<file path="config.mk">
export PLATFORM = sky130hd
export DESIGN_NAME = axi_pack_addr_gen
export DESIGN_NICKNAME = d
export VERILOG_FILES = /design/src/rtl/axi_pack_pkg.sv /design/src/rtl/axi_pack_affine_cnt.sv /design/src/rtl/axi_pack_addr_gen.sv
export SDC_FILE = /design/constraint.sdc
export NUM_CORES = 1
export LEC_CHECK = 0
export CAP_MARGIN = 20
export CORE_MARGIN = 2
export CORE_UTILIZATION = 53
export CTS_CLUSTER_SIZE = 14
export DETAILED_ROUTE_END_ITERATION = 7
export PLACE_DENSITY = 0.75
export SYNTH_ARGS = -nofsm -noshare
export SYNTH_HDL_FRONTEND = slang
export SYNTH_SLANG_ARGS = --single-unit
export TNS_END_PERCENT = 5
</file>
<file path="constraint.sdc">
create_clock -name clk_i -period 4.5 [get_ports clk_i]
set_input_delay 0.9 -clock clk_i [delete_from_list [all_inputs] [get_ports clk_i]]
set_output_delay 0.9 -clock clk_i [all_outputs]
set_load 0.01 [all_outputs]
</file>
<file path="src/rtl/axi_pack_pkg.sv">
// Shared types and default widths for the AXI pack SSR address path.
// Overflow checking in axi_pack_addr_gen is enabled by defining AXI_PACK_AG_OVF_CHK_EN.
package axi_pack_pkg;

  localparam int unsigned DefAddrWidth        = 48;
  localparam int unsigned DefStrideWidth      = 8;
  localparam int unsigned DefNestLenWidth     = 6;
  localparam int unsigned DefNestStrideWidth  = 6;
  localparam int unsigned DefIndexWidth       = 32;
  localparam int unsigned DefIndexOffsetWidth = 17;

  typedef enum logic {
    MODE_AFFINE,
    MODE_INDIRECT
  } mode_e;

  typedef enum logic [1:0] {
    ST_IDLE,
    ST_AFFINE,
    ST_INDIRECT
  } state_e;

  typedef struct packed {
    logic [DefStrideWidth-1:0]     stride;
    logic [DefNestLenWidth-1:0]    nest_len;
    logic [DefNestStrideWidth-1:0] nest_stride;
  } affine_t;

  typedef struct packed {
    logic [2:0]                     index_size;
    logic [DefIndexOffsetWidth-1:0] index_offset;
  } indirect_t;

  typedef struct packed {
    logic      indirect;
    affine_t   affine;
    indirect_t ind;
  } ssr_user_t;

endpackage

</file>
<file path="src/rtl/axi_pack_affine_cnt.sv">
// Two-level nested element counter with row-base and element-address accumulators.
// Exposes the next address/last flag; carry_o exists only with AXI_PACK_AG_OVF_CHK_EN.
module axi_pack_affine_cnt #(
  parameter int unsigned AddrWidth    = 48,
  parameter int unsigned LenWidth     = 8,
  parameter int unsigned NestLenWidth = 6
) (
  input  logic                    clk_i,
  input  logic                    rst_i,
  input  logic                    load_i,
  input  logic                    advance_i,
  input  logic [AddrWidth-1:0]    base_i,
  input  logic [AddrWidth-1:0]    stride_i,
  input  logic [AddrWidth-1:0]    nest_stride_i,
  input  logic [LenWidth-1:0]     len_i,
  input  logic [NestLenWidth-1:0] nest_len_i,
  output logic [AddrWidth-1:0]    next_addr_o,
  output logic                    next_last_o
`ifdef AXI_PACK_AG_OVF_CHK_EN
  ,
  output logic                    carry_o
`endif
);

`ifdef AXI_PACK_AG_OVF_CHK_EN
  localparam int unsigned SumW = AddrWidth + 1;
`else
  localparam int unsigned SumW = AddrWidth;
`endif

  logic [LenWidth-1:0]     r_i;
  logic [NestLenWidth-1:0] r_j;
  logic [AddrWidth-1:0]    r_row_base;
  logic [AddrWidth-1:0]    r_addr;

  logic                    w_row_wrap;
  logic [LenWidth-1:0]     w_i_inc;
  logic [NestLenWidth-1:0] w_j_inc;
  logic [SumW-1:0]         w_row_sum;
  logic [SumW-1:0]         w_elem_sum;

  assign w_row_wrap = (r_i == len_i);
  assign w_i_inc    = r_i + LenWidth'(1);
  assign w_j_inc    = r_j + NestLenWidth'(1);
  assign w_row_sum  = SumW'(r_row_base) + SumW'(nest_stride_i);
  assign w_elem_sum = SumW'(r_addr) + SumW'(stride_i);

  assign next_addr_o = w_row_wrap ? w_row_sum[AddrWidth-1:0] : w_elem_sum[AddrWidth-1:0];
  assign next_last_o = w_row_wrap ? ((len_i == '0) && (w_j_inc == nest_len_i))
                                  : ((w_i_inc == len_i) && (r_j == nest_len_i));
`ifdef AXI_PACK_AG_OVF_CHK_EN
  assign carry_o = w_row_wrap ? w_row_sum[AddrWidth] : w_elem_sum[AddrWidth];
`endif

  always_ff @(posedge clk_i) begin
    if (rst_i) begin
      r_i        <= '0;
      r_j        <= '0;
      r_row_base <= '0;
      r_addr     <= '0;
    end else if (load_i) begin
      r_i        <= '0;
      r_j        <= '0;
      r_row_base <= base_i;
      r_addr     <= base_i;
    end else if (advance_i) begin
      if (w_row_wrap) begin
        r_i        <= '0;
        r_j        <= w_j_inc;
        r_row_base <= w_row_sum[AddrWidth-1:0];
        r_addr     <= w_row_sum[AddrWidth-1:0];
      end else begin
        r_i    <= w_i_inc;
        r_addr <= w_elem_sum[AddrWidth-1:0];
      end
    end
  end

endmodule

</file>
<file path="src/rtl/axi_pack_addr_gen.sv">
// Element-address generator for packed AXI streams: affine (two-level nest) or indirect.
// Define AXI_PACK_AG_OVF_CHK_EN to add the sticky address-overflow flag err_o.
module axi_pack_addr_gen
  import axi_pack_pkg::*;
#(
  parameter int unsigned AddrWidth        = DefAddrWidth,
  parameter int unsigned StrideWidth      = DefStrideWidth,
  parameter int unsigned NestLenWidth     = DefNestLenWidth,
  parameter int unsigned NestStrideWidth  = DefNestStrideWidth,
  parameter int unsigned IndexWidth       = DefIndexWidth,
  parameter int unsigned IndexOffsetWidth = DefIndexOffsetWidth
) (
  input  logic                        clk_i,
  input  logic                        rst_i,
  input  logic                        req_valid_i,
  output logic                        req_ready_o,
  input  logic [AddrWidth-1:0]        req_addr_i,
  input  logic [1:0]                  req_size_i,
  input  logic [7:0]                  req_len_i,
  input  logic                        req_indirect_i,
  input  logic [StrideWidth-1:0]      req_stride_i,
  input  logic [NestLenWidth-1:0]     req_nest_len_i,
  input  logic [NestStrideWidth-1:0]  req_nest_stride_i,
  input  logic [2:0]                  req_index_size_i,
  input  logic [IndexOffsetWidth-1:0] req_index_offset_i,
  input  logic                        idx_valid_i,
  output logic                        idx_ready_o,
  input  logic [IndexWidth-1:0]       idx_data_i,
  output logic                        addr_valid_o,
  input  logic                        addr_ready_i,
  output logic [AddrWidth-1:0]        addr_o,
  output logic                        addr_last_o,
  output logic                        busy_o
`ifdef AXI_PACK_AG_OVF_CHK_EN
  ,
  output logic                        err_o
`endif
);

`ifdef AXI_PACK_AG_OVF_CHK_EN
  localparam int unsigned SumW = AddrWidth + 1;
`else
  localparam int unsigned SumW = AddrWidth;
`endif

  function automatic logic [IndexWidth-1:0] mask_index(input logic [IndexWidth-1:0] data,
                                                       input logic [2:0]            size);
    logic [IndexWidth-1:0] m;
    for (int unsigned b = 0; b < IndexWidth; b++) m[b] = data[b] & (b < (32'd8 << size));
    return m;
  endfunction

  state_e                  r_state;
  logic                    r_req_ready;
  logic                    r_addr_valid;
  logic [AddrWidth-1:0]    r_addr;
  logic                    r_last;
  logic [7:0]              r_len;
  logic [NestLenWidth-1:0] r_nest_len;
  logic [AddrWidth-1:0]    r_stride_b;
  logic [AddrWidth-1:0]    r_nest_stride_b;
  logic [1:0]              r_size;
  logic [2:0]              r_idx_size;
  logic [AddrWidth-1:0]    r_ind_base;
  logic [8:0]              r_remaining;

  mode_e                   w_req_mode;
  logic                    w_addr_fire;
  logic                    w_idx_ready;
  logic                    w_idx_fire;
  logic                    w_cnt_advance;
  logic [AddrWidth-1:0]    w_cnt_next_addr;
  logic                    w_cnt_next_last;
  logic [AddrWidth-1:0]    w_idx_shift;
  logic [SumW-1:0]         w_ind_base_sum;
  logic [SumW-1:0]         w_ind_sum;

  assign w_req_mode     = req_indirect_i ? MODE_INDIRECT : MODE_AFFINE;
  assign w_addr_fire    = r_addr_valid && addr_ready_i;
  assign w_idx_ready    = (r_state == ST_INDIRECT) && (r_remaining != '0) &&
                          (!r_addr_valid || addr_ready_i);
  assign w_idx_fire     = idx_valid_i && w_idx_ready;
  assign w_cnt_advance  = (r_state == ST_AFFINE) && w_addr_fire && !r_last;
  assign w_idx_shift    = AddrWidth'(mask_index(idx_data_i, r_idx_size)) << r_size;
  assign w_ind_base_sum = SumW'(req_addr_i) + SumW'(req_index_offset_i);
  assign w_ind_sum      = SumW'(r_ind_base) + SumW'(w_idx_shift);

`ifdef AXI_PACK_AG_OVF_CHK_EN
  logic w_cnt_carry;
  logic r_err;
  assign err_o = r_err;
`endif

  axi_pack_affine_cnt #(
    .AddrWidth    (AddrWidth),
    .LenWidth     (8),
    .NestLenWidth (NestLenWidth)
  ) u_affine_cnt (
    .clk_i         (clk_i),
    .rst_i         (rst_i),
    .load_i        (r_req_ready && req_valid_i && (w_req_mode == MODE_AFFINE)),
    .advance_i     (w_cnt_advance),
    .base_i        (req_addr_i),
    .stride_i      (r_stride_b),
    .nest_stride_i (r_nest_stride_b),
    .len_i         (r_len),
    .nest_len_i    (r_nest_len),
    .next_addr_o   (w_cnt_next_addr),
    .next_last_o   (w_cnt_next_last)
`ifdef AXI_PACK_AG_OVF_CHK_EN
    ,
    .carry_o       (w_cnt_carry)
`endif
  );

  always_ff @(posedge clk_i) begin
    if (rst_i) begin
      r_state         <= ST_IDLE;
      r_req_ready     <= 1'b1;
      r_addr_valid    <= 1'b0;
      r_addr          <= '0;
      r_last          <= 1'b0;
      r_len           <= '0;
      r_nest_len      <= '0;
      r_stride_b      <= '0;
      r_nest_stride_b <= '0;
      r_size          <= '0;
      r_idx_size      <= '0;
      r_ind_base      <= '0;
      r_remaining     <= '0;
`ifdef AXI_PACK_AG_OVF_CHK_EN
      r_err           <= 1'b0;
`endif
    end else begin
      case (r_state)
        ST_IDLE: if (req_valid_i) begin
          r_req_ready     <= 1'b0;
          r_len           <= req_len_i;
          r_nest_len      <= req_nest_len_i;
          r_stride_b      <= AddrWidth'(req_stride_i) << req_size_i;
          r_nest_stride_b <= AddrWidth'(req_nest_stride_i) << req_size_i;
          r_size          <= req_size_i;
          r_idx_size      <= req_index_size_i;
          if (w_req_mode == MODE_INDIRECT) begin
            // Base+offset is folded once here so each index needs a single add.
            r_state     <= ST_INDIRECT;
            r_remaining <= {1'b0, req_len_i} + 9'd1;
            r_ind_base  <= w_ind_base_sum[AddrWidth-1:0];
`ifdef AXI_PACK_AG_OVF_CHK_EN
            if (w_ind_base_sum[AddrWidth]) r_err <= 1'b1;
`endif
          end else begin
            r_state      <= ST_AFFINE;
            r_addr_valid <= 1'b1;
            r_addr       <= req_addr_i;
            r_last       <= (req_len_i == '0) && (req_nest_len_i == '0);
          end
        end
        ST_AFFINE: if (w_addr_fire) begin
          if (r_last) begin
            r_state      <= ST_IDLE;
            r_addr_valid <= 1'b0;
            r_last       <= 1'b0;
            r_req_ready  <= 1'b1;
          end else begin
            r_addr <= w_cnt_next_addr;
            r_last <= w_cnt_next_last;
`ifdef AXI_PACK_AG_OVF_CHK_EN
            if (w_cnt_carry) r_err <= 1'b1;
`endif
          end
        end
        ST_INDIRECT: begin
          if (w_idx_fire) begin
            r_addr_valid <= 1'b1;
            r_addr       <= w_ind_sum[AddrWidth-1:0];
            r_last       <= (r_remaining == 9'd1);
            r_remaining  <= r_remaining - 9'd1;
`ifdef AXI_PACK_AG_OVF_CHK_EN
            if (w_ind_sum[AddrWidth]) r_err <= 1'b1;
`endif
          end else if (w_addr_fire) begin
            r_addr_valid <= 1'b0;
            if (r_last) begin
              r_state     <= ST_IDLE;
              r_last      <= 1'b0;
              r_req_ready <= 1'b1;
            end
          end
        end
        default: r_state <= ST_IDLE;
      endcase
    end
  end

  assign req_ready_o  = r_req_ready;
  assign idx_ready_o  = w_idx_ready;
  assign addr_valid_o = r_addr_valid;
  assign addr_o       = r_addr;
  assign addr_last_o  = r_last;
  assign busy_o       = (r_state != ST_IDLE);

endmodule

</file>
== Word level (Yosys, flattened, before mapping) ==
Cells that the tools add are included.
Operators by class
  $add $sub $neg: 8
  multiply operators: 0
  div/mod/pow operators: 0
  order comparisons: 32
  eq/ne operators: 16
  shift-type cells: 4
  mux-type cells: 43
  bitwise operators: 33
  reduce and logical (&&, ||, !) cells: 35
Operators by type and width (number)
  48-bit 2-to-1 mux: 11
  5-bit by 32-bit < comparator with 1-bit output, first input constant: 16
  4-bit by 32-bit < comparator with 1-bit output, first input constant: 8
  48-bit adder: 3
  48-bit one-hot mux with 3 select lines: 1
  3-bit by 32-bit < comparator with 1-bit output, first input constant: 4
  1-bit by 32-bit < comparator with 1-bit output, first input constant: 2
  2-bit by 32-bit < comparator with 1-bit output, first input constant: 2
  48-bit by 17-bit adder with 48-bit output: 1
  32-bit by 2-bit << shifter with 48-bit output: 1
  6-bit by 2-bit << shifter with 48-bit output: 1
  8-bit by 2-bit << shifter with 48-bit output: 1
  1-bit bitwise AND: 32
  4-bit by 3-bit << shifter with 32-bit output, first input constant: 1
  9-bit 2-to-1 mux: 3
  9-bit one-hot mux with 2 select lines: 1
  1-bit 2-to-1 mux: 17
  8-bit equality test: 2
  8-bit zero test: 2
  2-bit inequality test, second input constant: 8
  6-bit equality test: 2
  6-bit AND reduction: 2
  1-bit logical AND: 11
  2-bit 2-to-1 mux: 5
  other kinds (24): 34
Storage, ports and cells
  flip-flop bits (word level): 335
  latch bits: 0
  memory bits (writable): 0
  memory bits (read-only): 0
  input port bits: 136
  memories kept: 0

== Logic depth before layout (Yosys ltp) ==
  depth after elaboration: 7
  mapped depth: 18
  mapped depth without buffers: 15

== Cells and area by module ==
A second synthesis with hierarchy kept.
Unflattened totals
  cell total of the unflattened synthesis: 3065
  area total of the unflattened synthesis: 22369.0 um^2
Modules (own cells, without submodules)
  axi_pack_addr_gen: times used 1, cells each 1510, area an instance 11282.1 um^2, seq. area each 2982.9 um^2
  axi_pack_affine_cnt: times used 1, cells each 1555, area an instance 11086.9 um^2, seq. area each 2202.1 um^2

== Least setup slack after synthesis ==
OpenSTA, ideal clock, no wires.
  path kind: reg-to-reg
  start: reg r_size[0]
  end: reg r_addr[44] (netlist: addr_o[44])
  setup time: 0.130 ns
  arrival: 4.078 ns
  data required time: 4.370 ns
  setup slack: 0.292 ns
  cell stages (with the launch flop): 19
  buffers on the path: 4
  clock period less this slack: 4.208 ns
  cell sequence: dfxtp_1 > clkbuf_1 > clkbuf_1 > buf_1 > mux2i_1 > nor2_1 > nand2_1 > o21ai_0 > ha_1 > buf_2 > nand3_1 > or4_1 > a311oi_2 > nor3_2 > nor4_4 > nor2_2 > nor3b_2 > mux2i_1 > o221ai_2
On the way
  word-level cells in the longest chain between the ends: 4
RTL lines
  start, declared: line axi_pack_addr_gen.sv:62  | logic [1:0] r_size;
  start signal, assigned: line axi_pack_addr_gen.sv:142  | r_size <= req_size_i;
  32-bit by 2-bit << shifter with 48-bit output: line axi_pack_addr_gen.sv:84  | assign w_idx_shift = AddrWidth'(mask_index(idx_data_i, r_idx_size)) << r_size;
  48-bit adder: line axi_pack_addr_gen.sv:86  | assign w_ind_sum = SumW'(r_ind_base) + SumW'(w_idx_shift);
  48-bit 2-to-1 mux: line axi_pack_addr_gen.sv:174  | if (w_idx_fire) begin
  48-bit one-hot mux with 3 select lines: line axi_pack_addr_gen.sv:135  | case (r_state)
  end signal, assigned: line axi_pack_addr_gen.sv:155  | r_addr <= req_addr_i;
  end signal, assigned: line axi_pack_addr_gen.sv:166  | r_addr <= w_cnt_next_addr;
  end signal, assigned: line axi_pack_addr_gen.sv:176  | r_addr <= w_ind_sum[AddrWidth-1:0];
  end, declared: line axi_pack_addr_gen.sv:56  | logic [AddrWidth-1:0] r_addr;
No other way between the ends. The select of a mux whose other input is x is not followed.
A chain may end at the register's enable or synchronous reset.

== Worst setup path in the final report ==
  start: reg r_size[0]
  end: reg r_addr[42] (netlist: addr_o[42])
The elaborated chain is that of the path after synthesis.

==> results.ini <==
[outcome]
status = completed

[setup_path]
crit_required_ns = 4.92
arrival_ns = 4.52
cp_max_fo = 26
end_kind = register
start_kind = register
critical_path_class = register to register

[grt]
antenna_found_initial = 3
grt_max_degree = 99
grt_pass1_vias = 19500
grt_util_all_layers = 0.378
grt_pass1_wl_mm = 114
globalRoute.totalOverflow = 0

[route]
wl_met2_mm = 32.4
ant_nets = 0
route.met3.wl_mm = 8.06
postRouteWirelength_mm = 74.6
via_per_inst = 6.49
first_pass_iters = 6
topRoutingLayerUsed = met5
drt_iter0_drc = 2516
dr_total_vias = 21000
wl_met1_mm = 32.3
drc = 0
post_drt_wl_per_cell_um = 23.0

[sta]
rsz0062_at_grt = no
fin_crit_ns = 4.10
period_share = 0.911
fin_skew_ns = 0.0599
worstMarginPinSlew_ns = 1.02
slew-limit-headroom = 0.314
drv_slew = 0
fmax_mhz = 244
setup_viol = 0
hold_viol = 0

[clocking]
htreeDepth = 1
clk_path_buf_depth = 3
hold_buffers = 0
cts.clk_slew.worst_paths_ns = 0.06
clock_latency_ns = 0.63
cts_resized = 0
post-cts-setup-buffers = 0
cts_root_buf = clkbuf_16
clkSinkCount = 259
cts_buffers = 30
cts_tree = built

[place]
place.detailed.hpwl_mm = 56.2
place_congestion = 0.957
place_inst = 3188
io_buffers = 188

[floorplan]
die_h_um = 196
ios = 189
start_util = 0.534
num_rows = 70
die_area_sq_um = 38300
core_region_area_sq_um = 36400
die_w_um = 196

[yosys]
yosys-top-cells-area = dfxtp_1, a21oi_1, xnor2_1
syn_inst = 2604
synth.yosys.seq_area_share = 0.266
synth.most_common_cell = nand2_1
synthFlopType = dfxtp_1
synth_cell_types = 97
ys_ff_latch = 259
async_reset_ff_frac = 0
synth_common_cells = nand2_1, nor2_1, dfxtp_1
ys.warnings.count = 0
syn_area_per_cell_sq_um = 7.48
synth-edff-count = 0
synth_largest_area_cell = dfxtp_1
synth_area_sq_um = 19500
synth.top_cell.area_share = 0.266
syn_nets = 2827

[layout]
areaGrowthSynthToFinish_pct = 18.6
drive_gt1_frac = 0.0801
nFillCells = 3275
stdcell_count = 3239
multiInputGateArea_sq_um = 13400
ff_latch_area_sq_um = 5190
diodes = 0
layout.nets = 2975

[pwr]
power_per_cell_area_nw_per_um2 = 419
power_mw = 9.67
p_leak_nw = 8.54
peakVddDrop_mv = 0.322

[min_path]
hold_path_class = register to register

[run]
maxCapViolCount = 0

-- registers in the layout (all words and copies together) (netlist names) --
name and flops:
addr_last_o 1, addr_o 48, addr_valid_o 1, r_idx_size 3, r_ind_base 48, r_len 8, r_nest_len 6, r_nest_stride_b 9
r_remaining 9, r_size 2, r_state 2, r_stride_b 11, req_ready_o 1, u_affine_cnt.r_addr 48, u_affine_cnt.r_i 8, u_affine_cnt.r_j 6
u_affine_cnt.r_row_base 48
-- worst max-delay path, cell delays in order (launching register included) --
cell       delay, ns
dfxtp_2         0.68
buf_12          0.25
mux4_2          0.50
nor2b_1         0.16
ha_1            0.37
buf_4           0.16
nand2_1         0.05
o21ai_0         0.33
a21oi_1         0.20
o211ai_1        0.23
a31o_2          0.28
o2111ai_1       0.16
xnor2_1         0.16
a221oi_1        0.35
nor4_2          0.07
-- area by class of cell --
cell class	instances	area share
Tap cell	468	0.0254
Inverter	57	0.00927
Multi-Input combinational cell	2116	0.582
Clock inverter	7	0.00477
Sequential cell	259	0.225
Timing Repair Buffer	288	0.117
Clock buffer	44	0.0365
-- layout by cell type, fill, tap and decap left out, types with 8 or more instances in the layout --
master	netlist	routed
and2_1	20	20
xor2_1	91	91
nor3_1	85	85
ha_1	83	81
a21o_1	34	34
clkbuf_1	131	10
and4_1	9	9
o221ai_1	10	10
nand2b_1	15	15
mux2i_1	36	36
dfxtp_1	259	258
and3_1	32	30
clkdlybuf4s50_1	0	187
a21boi_0	9	9
mux2_2	10	10
nor4_1	36	36
or2_2	11	12
o211ai_1	19	19
clkbuf_16	0	30
buf_4	0	93
xnor2_1	133	133
a221oi_1	28	28
o21a_1	11	11
a21oi_1	249	249
o21ai_0	118	118
o31ai_1	12	12
o21bai_1	30	30
nor2b_1	22	22
a22oi_1	9	9
a211oi_1	76	76
nand4_1	46	46
o22ai_1	11	11
nor2_1	279	276
or3_1	42	42
nand2_1	297	297
nand3_1	90	88
inv_1	54	54
a311oi_1	23	23
o21ai_1	8	8
a31oi_1	16	16
-- kinds of logic after synthesis --
| family | Yosys count | share of synthesized area |
|---|---|---|
| and+or+nand+nor | 1021 | 0.252 |
| AOI/OAI and AO/OA | 733 | 0.248 |
| DFF | 259 | 0.266 |
| buffers and inverters | 229 | 0.0457 |
| xor gates and xnor gates | 224 | 0.101 |
| adders and majority gates | 87 | 0.0574 |
| muxes | 51 | 0.0301 |
-- stage by stage --
| step | hold WS (ns) | instance area, sq um | util | setup slack [ns] | setup TNS, ns |
|---|---|---|---|---|---|
| floorplan | 0.436 | 19500 | - | 0.292 | 0 |
| global placement | 0.450 | 22100 | 0.607 | -0.264 | -1.96 |
| detailed placement | 0.446 | 22100 | 0.608 | -0.0783 | -0.169 |
| CTS | 0.454 | 23100 | 0.634 | 0.468 | 0 |
| global route | 0.473 | 23100 | 0.634 | 0.128 | 0 |
| finish | 0.457 | 23100 | 0.634 | 0.400 | 0 |
-- power breakdown --
part           leakage, nW  internal (mW)  switching (mW)
logic                 5.95           1.61            2.51
registers             2.13           2.68           0.423
clock network        0.466           1.40            1.04
-- layer usage --
layer  vias to the layer above  global-route usage
met5                         -                   0
met4                         6              0.0901
met2                      1092               0.584
met3                       142              0.0744
li1                       9723                   -
met1                     10100               0.543
-- path summary, 6_finish.rpt --
check | startpoint | end | slack, ns | cells past startpoint
setup reg to reg | r_size[0] | addr_o[42] | 0.40 | 14
setup / recovery | r_size[0] | addr_o[42] | 0.40 | 14
hold reg to reg | addr_o[8] | addr_o[8] | 0.46 | 2
hold / removal | addr_o[8] | addr_o[8] | 0.46 | 2
Power figures use the tool's default switching activity.
